## config.mk

```make
export PLATFORM = sky130hd
export DESIGN_NAME = pc_fetch_sequencer
export DESIGN_NICKNAME = d
export VERILOG_FILES = /design/src/rtl/pc_fetch_sequencer.sv
export SDC_FILE = /design/constraint.sdc
export NUM_CORES = 1
export LEC_CHECK = 0
export CAP_MARGIN = 30
export CORE_MARGIN = 5
export CORE_UTILIZATION = 39
export CTS_CLUSTER_DIAMETER = 150
export DETAILED_ROUTE_END_ITERATION = 8
export GPL_TIMING_DRIVEN = 0
export SYNTH_ARGS = -nofsm -noshare
export SYNTH_HDL_FRONTEND = slang
export SYNTH_SLANG_ARGS = --single-unit
```

## constraint.sdc

```tcl
create_clock -name clk -period 4.1 [get_ports clk]
set_input_delay 0.82 -clock clk [delete_from_list [all_inputs] [get_ports clk]]
set_output_delay 0.82 -clock clk [all_outputs]
set_load 0.02 [all_outputs]
```

## src/rtl/pc_fetch_sequencer.sv

```systemverilog
`default_nettype none
// ============================================================================
// Module      : pc_fetch_sequencer
// Description : Program-counter sequencer and instruction-memory req/ack
//               handshake with stall, redirect and stale-response flush.
//               Optional macro PCSEQ_ALIGN_CHECK_EN enables the sticky
//               misaligned-redirect flag and forces target bits [30:31] to 0.
// Revision    : 1.0 - initial release
// ============================================================================
module pc_fetch_sequencer #(
  parameter logic [0:31] RESET_PC = 32'h0000_0000,
  parameter int unsigned STEP     = 4
) (
  input  logic        clk,
  input  logic        rst,
  input  logic        stall,
  input  logic        redirect,
  input  logic [0:31] redirect_pc,
  output logic        imem_req,
  output logic [0:31] imem_addr,
  input  logic        imem_ack,
  output logic        instr_valid,
  output logic [0:31] fetch_pc,
  output logic        misalign_err
);

  localparam logic [0:31] c_step = 32'(STEP);

  typedef enum logic [1:0] {
    IDLE  = 2'd0,
    FETCH = 2'd1,
    STALL = 2'd2
  } state_t;

  state_t      state_q, state_d;
  logic [0:31] pc_q, pc_d;
  logic [0:31] pend_pc_q, pend_pc_d;
  logic        flush_pend_q, flush_pend_d;
  logic        instr_valid_q, instr_valid_d;
  logic [0:31] fetch_pc_q, fetch_pc_d;
  logic [0:31] target;

`ifdef PCSEQ_ALIGN_CHECK_EN
  logic misalign_err_q, misalign_err_d;

  assign target = {redirect_pc[0:29], 2'b00};

  always_comb begin
    misalign_err_d = misalign_err_q | (redirect & (|redirect_pc[30:31]));
  end

  always_ff @(posedge clk) begin
    if (rst) begin
      misalign_err_q <= 1'b0;
    end else begin
      misalign_err_q <= misalign_err_d;
    end
  end

  assign misalign_err = misalign_err_q;
`else
  assign target       = redirect_pc;
  assign misalign_err = 1'b0;
`endif

  always_comb begin
    state_d       = state_q;
    pc_d          = pc_q;
    pend_pc_d     = pend_pc_q;
    flush_pend_d  = flush_pend_q;
    instr_valid_d = 1'b0;
    fetch_pc_d    = fetch_pc_q;
    imem_req      = 1'b0;

    case (state_q)
      IDLE: begin
        state_d = FETCH;
        if (redirect) pc_d = target;
      end
      FETCH: begin
        imem_req = 1'b1;
        if (imem_ack) begin
          // A same-cycle redirect beats any pending target; either way the response is stale.
          if (redirect) begin
            pc_d         = target;
            flush_pend_d = 1'b0;
          end else if (flush_pend_q) begin
            pc_d         = pend_pc_q;
            flush_pend_d = 1'b0;
          end else begin
            pc_d          = pc_q + c_step;
            instr_valid_d = 1'b1;
            fetch_pc_d    = pc_q;
          end
          if (stall) state_d = STALL;
        end else if (redirect) begin
          // Address must stay stable until ack, so park the target.
          pend_pc_d    = target;
          flush_pend_d = 1'b1;
        end
      end
      STALL: begin
        if (redirect) pc_d = target;
        if (!stall) state_d = FETCH;
      end
      default: state_d = IDLE;
    endcase
  end

  always_ff @(posedge clk) begin
    if (rst) begin
      state_q       <= IDLE;
      pc_q          <= RESET_PC;
      pend_pc_q     <= '0;
      flush_pend_q  <= 1'b0;
      instr_valid_q <= 1'b0;
      fetch_pc_q    <= '0;
    end else begin
      state_q       <= state_d;
      pc_q          <= pc_d;
      pend_pc_q     <= pend_pc_d;
      flush_pend_q  <= flush_pend_d;
      instr_valid_q <= instr_valid_d;
      fetch_pc_q    <= fetch_pc_d;
    end
  end

  assign imem_addr   = pc_q;
  assign instr_valid = instr_valid_q;
  assign fetch_pc    = fetch_pc_q;

endmodule
`default_nettype wire

```

==> results of run 1 <==
==> state kept, by name, summed over array words and instances (netlist names) <==
name and cells:
fetch_pc 32, flush_pend_q 1, imem_addr 32, instr_valid 1
pend_pc_q 32, state_q 2
==> worst min-delay path by stage <==
stage / depth (start not counted) / end / slack (ns) / from
CTS: 2 / pend_pc_q[3] / 0.45 / pend_pc_q[3]
finish: 2 / pend_pc_q[5] / 0.45 / pend_pc_q[5]
global placement: 2 / pend_pc_q[9] / 0.44 / pend_pc_q[9]
floorplan: 2 / pend_pc_q[1] / 0.43 / pend_pc_q[1]
global route: 2 / pend_pc_q[24] / 0.47 / pend_pc_q[24]
detailed placement: 2 / pend_pc_q[3] / 0.45 / pend_pc_q[3]
==> metrics by stage <==
step	hold WS [ns]	power (W)	setup WS, ns	std cells
5_1_grt	0.472	0.00238	1.29	940
3_3_place_gp	0.438	0.00150	1.07	923
3_5_place_dp	0.445	0.00150	1.03	924
6_report	0.451	0.00228	1.32	940
2_1_floorplan	0.431	0.00130	1.99	654
4_1_cts	0.454	0.00228	1.41	940
==> cell families after synthesis <==
family                   after synthesis  share of synthesized area
AND/OR/NAND/NOR                      301                      0.292
flip-flops                           100                      0.412
multiplexers                           6                     0.0126
other                                  1                   0.000771
buffers and inverters                 63                     0.0577
AO/OA/AOI/OAI                        175                      0.210
adder cells (fa/ha/maj)                1                    0.00257
XOR/XNOR                               7                     0.0126
==> Yosys cell counts (6+ instances only) <==
master and n:
a211oi_1 6, a21oi_1 111, and2_1 9, and3_1 9, buf_2 16, clkbuf_1 33
dfxtp_1 100, inv_1 6, nand2_1 174, nand2b_1 6, nand3_1 26, nand4_1 12
nor2_1 23, nor3_1 8, nor4_1 7, o21ai_0 19, xor2_1 6
==> critical path, stage by stage <==
cell,delay [ns]
clkdlybuf4s50_1,0.49
and3b_1,0.24
a21oi_1,0.21
buf_2,0.29
buf_1,0.56
o21ai_0,0.24
a21oi_1,0.19
==> power by group <==
part | switching, W | internal [W] | total, W
clock network | 0.000365 | 0.000428 | 0.000793
logic | 0.000254 | 0.000167 | 0.000421
registers | 0.0000513 | 0.00101 | 0.00107
==> routing by layer <==
| metal | routed length (microns) | vias to the layer above |
|---|---|---|
| met5 | 0 | - |
| met4 | 280 | 0 |
| met1 | 7290 | 2540 |
| li1 | - | 2495 |
| met3 | 1530 | 25 |
| met2 | 8270 | 252 |
==> layout make-up <==
cell class | count | area [sq um]
buffer | 57 | 258
clock buffer | 14 | 254
clock inverter | 2 | 10.0
fill | 1202 | 5760
inverter | 6 | 22.5
multi-input combinational | 491 | 2580
sequential | 100 | 2000
tap | 168 | 210
timing repair buffer | 102 | 1020
==> flow_summary.ini, run 1 <==
[power]
powerDensity_mw_per_mm2 = 359
vdd_drop_max_v = 0.000312
leakagePower_nw = 2.20

[synth]
synth_edf_count = 0
synth_nets = 692
ys_top_cells_by_area = dfxtp_1 41%, nand2_1 13%, a21oi_1 11%
synth_area_sq_mm = 0.00486
yosys_warnings = 0
ys.flop_type = dfxtp_1
async_reset_ff_frac = 0
postSynthAreaPerCell_sq_um = 7.43
synth_top_area_cell = dfxtp_1
synth_cell_types = 64
ys_seq_area_frac = 0.412
synth_cells = 654
synth_top_area_share = 0.412
ys_seq_elements = 100

[timing]
relSlewSlack = 0.518
skew_ns = 0.00866
finalHoldViolations = 0
setup_tns_ns = 0
drv_slew = 0
min_period_ns = 2.78
finalCritPeriodShare = 0.677
finalSetupViolCount = 0
max_freq_ghz = 0.360
worstMarginPinSlew_ns = 0.722
rsz0062_at_grt = no

[global_route]
grtUsageMet1 = 0.311
globalRouteTotalUtil = 0.237
grt-ovfl-total = 0
use_met3 = 0.0585
grt_start_max_net_pins = 15
grt_pass1_vias = 4932
use_met2 = 0.392
grt_pass1_wl_mm = 27.3
antenna_found_initial = 0
top_usage_layer = met2

[clocking]
ctsHoldBuffers = 0
ctsRootBufferMaster = clkbuf_16
cts_setup_buffers = 0
clk-insertion-delay-late_ns = 0.35
clk_pin_slew_worst_paths_ns = 0.07
clock_path_buffers = 2
htree_levels = 3
cts_buffers = 9
cts_sinks = 100
post_cts_resized = 0
cts_tree = done

[critical_path]
path_class = primary input to flop
r2r-end = imem_addr[15]
startpoint_type = primary input
timing.critical_path.to = imem_addr[15]
crit_required_ns = 4.37
endpoint_kind = flop
reg2reg_slack_ns = 1.89
arrival_ns = 3.05
worstSetupStartpoint = imem_ack
r2r_start = state_q[0]
critPathMaxFanout = 10
reg2reg_depth = 6

[outcome]
outcome = finished clean

[cells_and_area]
final_common_cell = nand2_1
final_layout_size_suffix_gt1_frac = 0.0596
diodes = 0
synthToLayoutAreaGrowth_pct = 30.7
fin_util = 0.524
final_cell_area_sq_mm = 0.00635
final_nets = 805
final_cell_mix = 174 x nand2_1, 111 x a21oi_1, 101 x clkdlybuf4s50_1, 100 x dfxtp_1, 37 x clkbuf_1

[floorplan]
die_h_microns = 122
core_sq_mm = 0.0121
fp-row-count = 40
initial_core_util = 0.401
floorplan.io_pins = 104
die_w_microns = 122
die_area_sq_mm = 0.0148

[drt]
firstDrtPassIters = 5
routed_via_density = 5.65
drt_wl_total_mm = 17.4
wl_per_cell_microns = 18.5
drcViolationCount = 0
postRouteAntennaNets = 0
dr.first_iter.drc_count = 549
vias = 5312

[placement]
gp_congestion = 0.909
post_dp_cell_area_sq_mm = 0.00609
io_buffers = 101
dpl.hpwl_mm = 12.4

[hold_path]
hold_class = flop to flop

[flow_run]
max_cap_viol_count = 0
Note: power is estimated with default switching activity, not from simulation.
==> inputs of run 2 (changes only) <==
- clock period: 4.1 -> 2.9 ns (I/O delays scaled with it)
==> results of run 2 <==
Same layout as run 1 (identical final DEF). Status: finished clean.
Main changes from that run: setup slack after placement 1.03 ns -> 0.0737 ns; setup slack after layout 1.32 ns -> 0.364 ns; register-to-register setup slack 1.89 ns -> 0.69 ns; total power 0.00228 W -> 0.00322 W; worst IR drop on VDD 0.000312 V -> 0.000440 V
==> RTL change 1 (settings of run 2) <==
Re-encode `state_t` (3 states) as one-hot, 3 bits wide.
--- a/src/rtl/pc_fetch_sequencer.sv
+++ b/src/rtl/pc_fetch_sequencer.sv
@@ -26,10 +26,10 @@
 
   localparam logic [0:31] c_step = 32'(STEP);
 
-  typedef enum logic [1:0] {
-    IDLE  = 2'd0,
-    FETCH = 2'd1,
-    STALL = 2'd2
+  typedef enum logic [2:0] {
+    IDLE  = 3'b001,
+    FETCH = 3'b010,
+    STALL = 3'b100
   } state_t;
 
   state_t      state_q, state_d;
Formal check against the unedited RTL: no difference found for any inputs over 4 cycles, from zero or initial values and one cycle with rst high; so few cycles prove little.
==> RTL change 1 against run 2 <==
  * Setup slack worse by 160 ps
  * Final area grew 2.3%
  * Power is 11% higher
  * Synthesized cell count down 2.3%
  * First-iteration DRC count shrank 30%
  * Synthesized area increased by 1.4%
  * Register-to-register slack worse by 120 ps
  * Combinational power rose by 21%
  * Sequential power is 4% higher
  * Wire length is 0.56% higher
  * Via count down 3.5%
  * Hold slack gained 2.8 ps
  * Sequential cell count grew 1
  * Critical path type is now reg -> out
==> RTL change 1: results (changes against run 2) <==
| Metric | Value |
|---|---|
| Ant diodes | 0 (unchanged) |
| Final HPWL DP | 12700 um (+2.0%) |
| Post-CTS Resized | 0 (unchanged) |
| Synth Area in Compound Gates | 22.5% (+1.5 points) |
| Largest delay share family, worst path | buffers and inverters |
| Clock Skew | 8.87 ps (+0.206 ps) |
| Actual slew at the worst max-slew pin | 886 ps (+164 ps) |
| Worst Min Path Start | fetch_pc[10]$_SDFFE_PP0P_ |
| Peak VDD IR | 0.292 mV (-34%) |
| Met3 global-route usage | 4.06% (-1.8 points) |
| DR vias | 5125 (-3.5%) |
| Synth top cells by count | nand2_1, dfxtp_1, a21oi_1 |
| Vias in the first global route | 4954 (+0.45%) |
| Critical Path AT | 2110 ps (-700 ps) |
| Outcome | finished, final reports clean |
| Int Pwr | 0.00252 W (+11%) |
| Leakage Power | 2.12 nW (-3.7%) |
| Initial drt markers | 387 (-30%) |
| H-tree depth | 3 (unchanged) |
| Layout cells sized above 1 | 5.54% (-0.42 points) |
| Post-synth cell types | 60 (-6.3%) |
| Fin Hold WS | 454 ps (+2.78 ps) |
| Port bufs | 102 (+0.99%) |
| WHS Endpoint | fetch_pc[10]$_SDFFE_PP0P_ |
| Synthesized-area fraction occupied by adder cells | 0.254% (-0.0035 points) |
| Post-CTS Setup Bufs | 0 (unchanged) |
| Slowest stage cell, crit path | clkdlybuf4s50_1 |
| Synth Warn # | 0 (unchanged) |
| Reg2Reg Capture Point | imem_addr[10]$_SDFFE_PP0P_ |
| Crit path capture | imem_req |
| Pin count of the biggest net entering global routing | 16 (+1) |
| Sequential element share of the synthesized area | 41.0% (-0.16 points) |
| Syn Nets | 677 (-2.2%) |
| Clock root buffer | clkbuf_16 |
| Mux cell area share after synthesis | 1.02% (-0.25 points) |
| Total GRT Usage | 23.6% (-0.061 points) |
| R2R Setup Slk | 570 ps (-120 ps) |
| Total CTS buffers | 9 (unchanged) |
| Post-DP Area | 6180 sq um (+1.5%) |
| Met1 usage | 31.3% (+0.15 points) |
| Final Routed Wirelength | 17500 um (+0.56%) |
| Hold WC Path Type | reg -> reg |
| XOR/XNOR share of the synthesized area | 2.67% (+1.4 points) |
| Area contributors post-synth | dfxtp_1, nand2_1, a21oi_1, clkbuf_1, nand3_1 |
| Nets@finish | 792 (-1.6%) |
| First-pass GRT wire length | 27200 um (about the same) |
| Worst reg-to-reg path cell count | 5 (-1) |
| CP max stage delay | 680 ps (+120 ps) |
| Gpl congestion | 0.891 (-1.9%) |
| CTS clock-pin slew for the worst setup and hold paths | 70 ps (about the same) |
| Reg2reg start | state_q[1]$_SDFFE_PP0P_ |
| Largest fanout on the critical path | 9 (-1) |
| Met2 usage | 38.6% (-0.59 points) |
| Critical path type | reg -> out |
## RTL change 1: layout make-up
type	count	area [sq um]
buffer	48	196
clock buffer	11	243
clock inverter	4	72.6
fill	1235	6020
inverter	12	45.0
multi-input combinational	478	2670
sequential	101	2020
tap	172	215
timing repair buffer	104	1030
## RTL change 1: power by group through the flow
stage | Sequential, W | Clock, W | Combinational, W
finish | 0.00157 | 0.00131 | 0.000718
global route | 0.00158 | 0.00139 | 0.000771
CTS | 0.00157 | 0.00132 | 0.000712
detailed placement | 0.00160 | 0 | 0.000709
global placement | 0.00160 | 0 | 0.000700
floorplan | 0.00163 | 0 | 0.000343
## RTL change 1: cells by family after synthesis
kind of cell / count (synthesis)
mux: 5
xor+xnor: 15
buf+inv: 60
compound gates: 177
other cells: 1
simple gates: 279
flops: 101
fa+ha+maj: 1
## RTL change 1: per-stage QoR
| stage | std cells | setup WS (ps) | power [W] | utilization [%] |
|---|---|---|---|---|
| 3_3_place_gp | 913 | -309 | 0.00230 | 49.3 |
| 6_report | 930 | 207 | 0.00359 | 51.9 |
| 2_1_floorplan | 639 | 860 | 0.00197 | - |
| 4_1_cts | 930 | 188 | 0.00360 | 51.9 |
| 5_1_grt | 930 | 113 | 0.00374 | 51.9 |
| 3_5_place_dp | 915 | -156 | 0.00231 | 49.4 |
## RTL change 1: routing by layer
layer | wire, um | part of all wire, %
met5 | 0 | 0
met4 | 388 | 2.2
met3 | 1160 | 6.6
met2 | 8220 | 47
met1 | 7700 | 44
## RTL change 1: worst min-delay path: stages, from the launching register on
cell     delay [ps]
dfxtp_1         300
nand2_1          50
a21oi_1          50
==> RTL change 2 (config.mk and constraints of run 2) <==
Made on the original files. The option `PCSEQ_ALIGN_CHECK_EN` is turned on by a define.
--- a/src/rtl/pc_fetch_sequencer.sv
+++ b/src/rtl/pc_fetch_sequencer.sv
@@ -7,6 +7,8 @@
 //               misaligned-redirect flag and forces target bits [30:31] to 0.
 // Revision    : 1.0 - initial release
 // ============================================================================
+`define PCSEQ_ALIGN_CHECK_EN
+
 module pc_fetch_sequencer #(
   parameter logic [0:31] RESET_PC = 32'h0000_0000,
   parameter int unsigned STEP     = 4
Function: changed (Yosys sat finds a counterexample within 4 cycles, from zero or initial values and one cycle with rst high).
==> RTL change 2 against run 2 <==
  * Setup slack improved by 52 ps
  * Sequential share of layout area down 0.42 points
  * Synthesized area decreased by 4.7%
  * Final area shrank 3.7%
  * Non-clock buffer count down 6
  * Register-to-register slack worse by 250 ps
  * Power is 0.79% lower
  * Via count shrank 8.3%
  * Wire length down 9.2%
  * Sequential cell count fell by 5
  * Count of clock-buffer cells in the layout is 4 lower
  * Critical path type unchanged
  * Largest power group unchanged
  * Highest routed layer unchanged
==> RTL change 2: results (changes against run 2) <==
| Metric | Value |
|---|---|
| Outcome | finished, final reports clean |
| Layout fillers | 1132 (-5.8%) |
| Reg2reg start | imem_addr[29]$_SDFFE_PP0P_ |
| Slowest stage cell, crit path | clkdlybuf4s50_1 |
| Non-clock buffers | 153 (-3.8%) |
| Vias in the first global route | 4531 (-8.1%) |
| Worst reg-to-reg path cell count | 7 (+1) |
| Final clock-cell share | 4.89% (+0.73 points) |
| Reg2Reg Capture Point | imem_addr[5]$_SDFFE_PP0P_ |
| Seq Cell Count | 95 (-5.0%) |
| Power Clock | 0.00121 W (+8%) |
| DR vias | 4873 (-8.3%) |
| Largest fanout on the critical path | 10 (unchanged) |
| Peak VDD IR | 0.239 mV (-46%) |
| Pre-CTS WS | -145 ps (-219 ps) |
| Clock power share | 37.9% (+3.1 points) |
| Fin crit share | 85.7% (-1.8 points) |
| Post-synth cell types | 65 (+1.6%) |
| Area of the multi-input gates | 2440 sq um (-5.3%) |
| Crit path capture | imem_addr[21]$_SDFFE_PP0P_ |
| Multi-input comb cells | 465 (-5.3%) |
| Clock Skew | 4.85 ps (-3.81 ps) |
| Synth top cells by count | nand2_1, a21oi_1, dfxtp_1 |
| Slew HR | 39.4% (-12 points) |
| CTS Buffer Depth | 2 (unchanged) |
| Worst Min Path Start | pend_pc_q[1]$_SDFFE_PP0P_ |
| Initial drt markers | 385 (-30%) |
| Port bufs | 99 (-2.0%) |
| Die W | 119 um (-2.2%) |
| Leakage Power | 2.10 nW (-4.5%) |
| Gpl congestion | 0.867 (-4.6%) |
| Area contributors post-synth | dfxtp_1, nand2_1, a21oi_1, clkbuf_1, o21ai_0 |
| Sequential element share of the synthesized area | 41.1% (-0.11 points) |
| R2R Setup Slk | 440 ps (-250 ps) |
| Total GRT Usage | 21.8% (-1.8 points) |
| CP max stage delay | 580 ps (+20 ps) |
| Nets@finish | 772 (-4.1%) |
| Routed vias/inst | 5.52 (-2.2%) |
| Int Pwr | 0.00227 W (about the same) |
| Fin Hold WS | 449 ps (-2.24 ps) |
| Total CTS buffers | 9 (unchanged) |
| Register Area | 1900 sq um (-5.0%) |
| Final HPWL DP | 11700 um (-5.9%) |
| Layout cells sized above 1 | 6.77% (+0.81 points) |
| Signal buf overhead | 20.5% (+0.47 points) |
| Cells after Synth | 621 (-5.0%) |
| Pin count of the biggest net entering global routing | 16 (+1) |
| Inverters | 10 (+4) |
| Logic gate share of total power | 17.1% (-1.4 points) |
| Critical path startpoint | redirect |
| Post-DP Area | 5810 sq um (-4.5%) |
| Final Routed Wirelength | 15800 um (-9.2%) |
| Seq/total area | 31.1% (-0.42 points) |
| Number of clock buffers in the layout | 10 (-4) |
| Cell Count Post-Placement | 866 (-6.3%) |
-- RTL change 2: changes by cell type after synthesis, moves of 5 or more --
cell     change
nand3_1      -9
dfxtp_1      -5
and2_1       -9
buf_2       -12
a21oi_1      -7
a31oi_1      +7
-- RTL change 2: kinds of logic after synthesis --
family | count (synthesis) | synth area share [%]
mux | 4 | 0.865
flops | 95 | 41.1
xor+xnor | 7 | 1.32
buf+inv | 64 | 6.51
simple gates | 275 | 28.0
other cells | 1 | 0.0810
compound gates | 174 | 21.9
fa+ha+maj | 1 | 0.270
-- RTL change 2: layer usage --
metal	vias up	share of wire (%)	track usage [%]	wire length, um
li1	2383	-	-	-
met1	2236	46	30.8	7190
met2	234	44	33.5	6980
met3	20	8.4	3.93	1320
met4	0	1.7	7.53	265
met5	-	0	0	0
-- RTL change 2: tightest hold or removal path: cells and delay by family, from the launching register on --
family,cells,cell delay (ps)
DFF,1,300
and+or+nand+nor,1,50
AOI/OAI and AO/OA,1,50
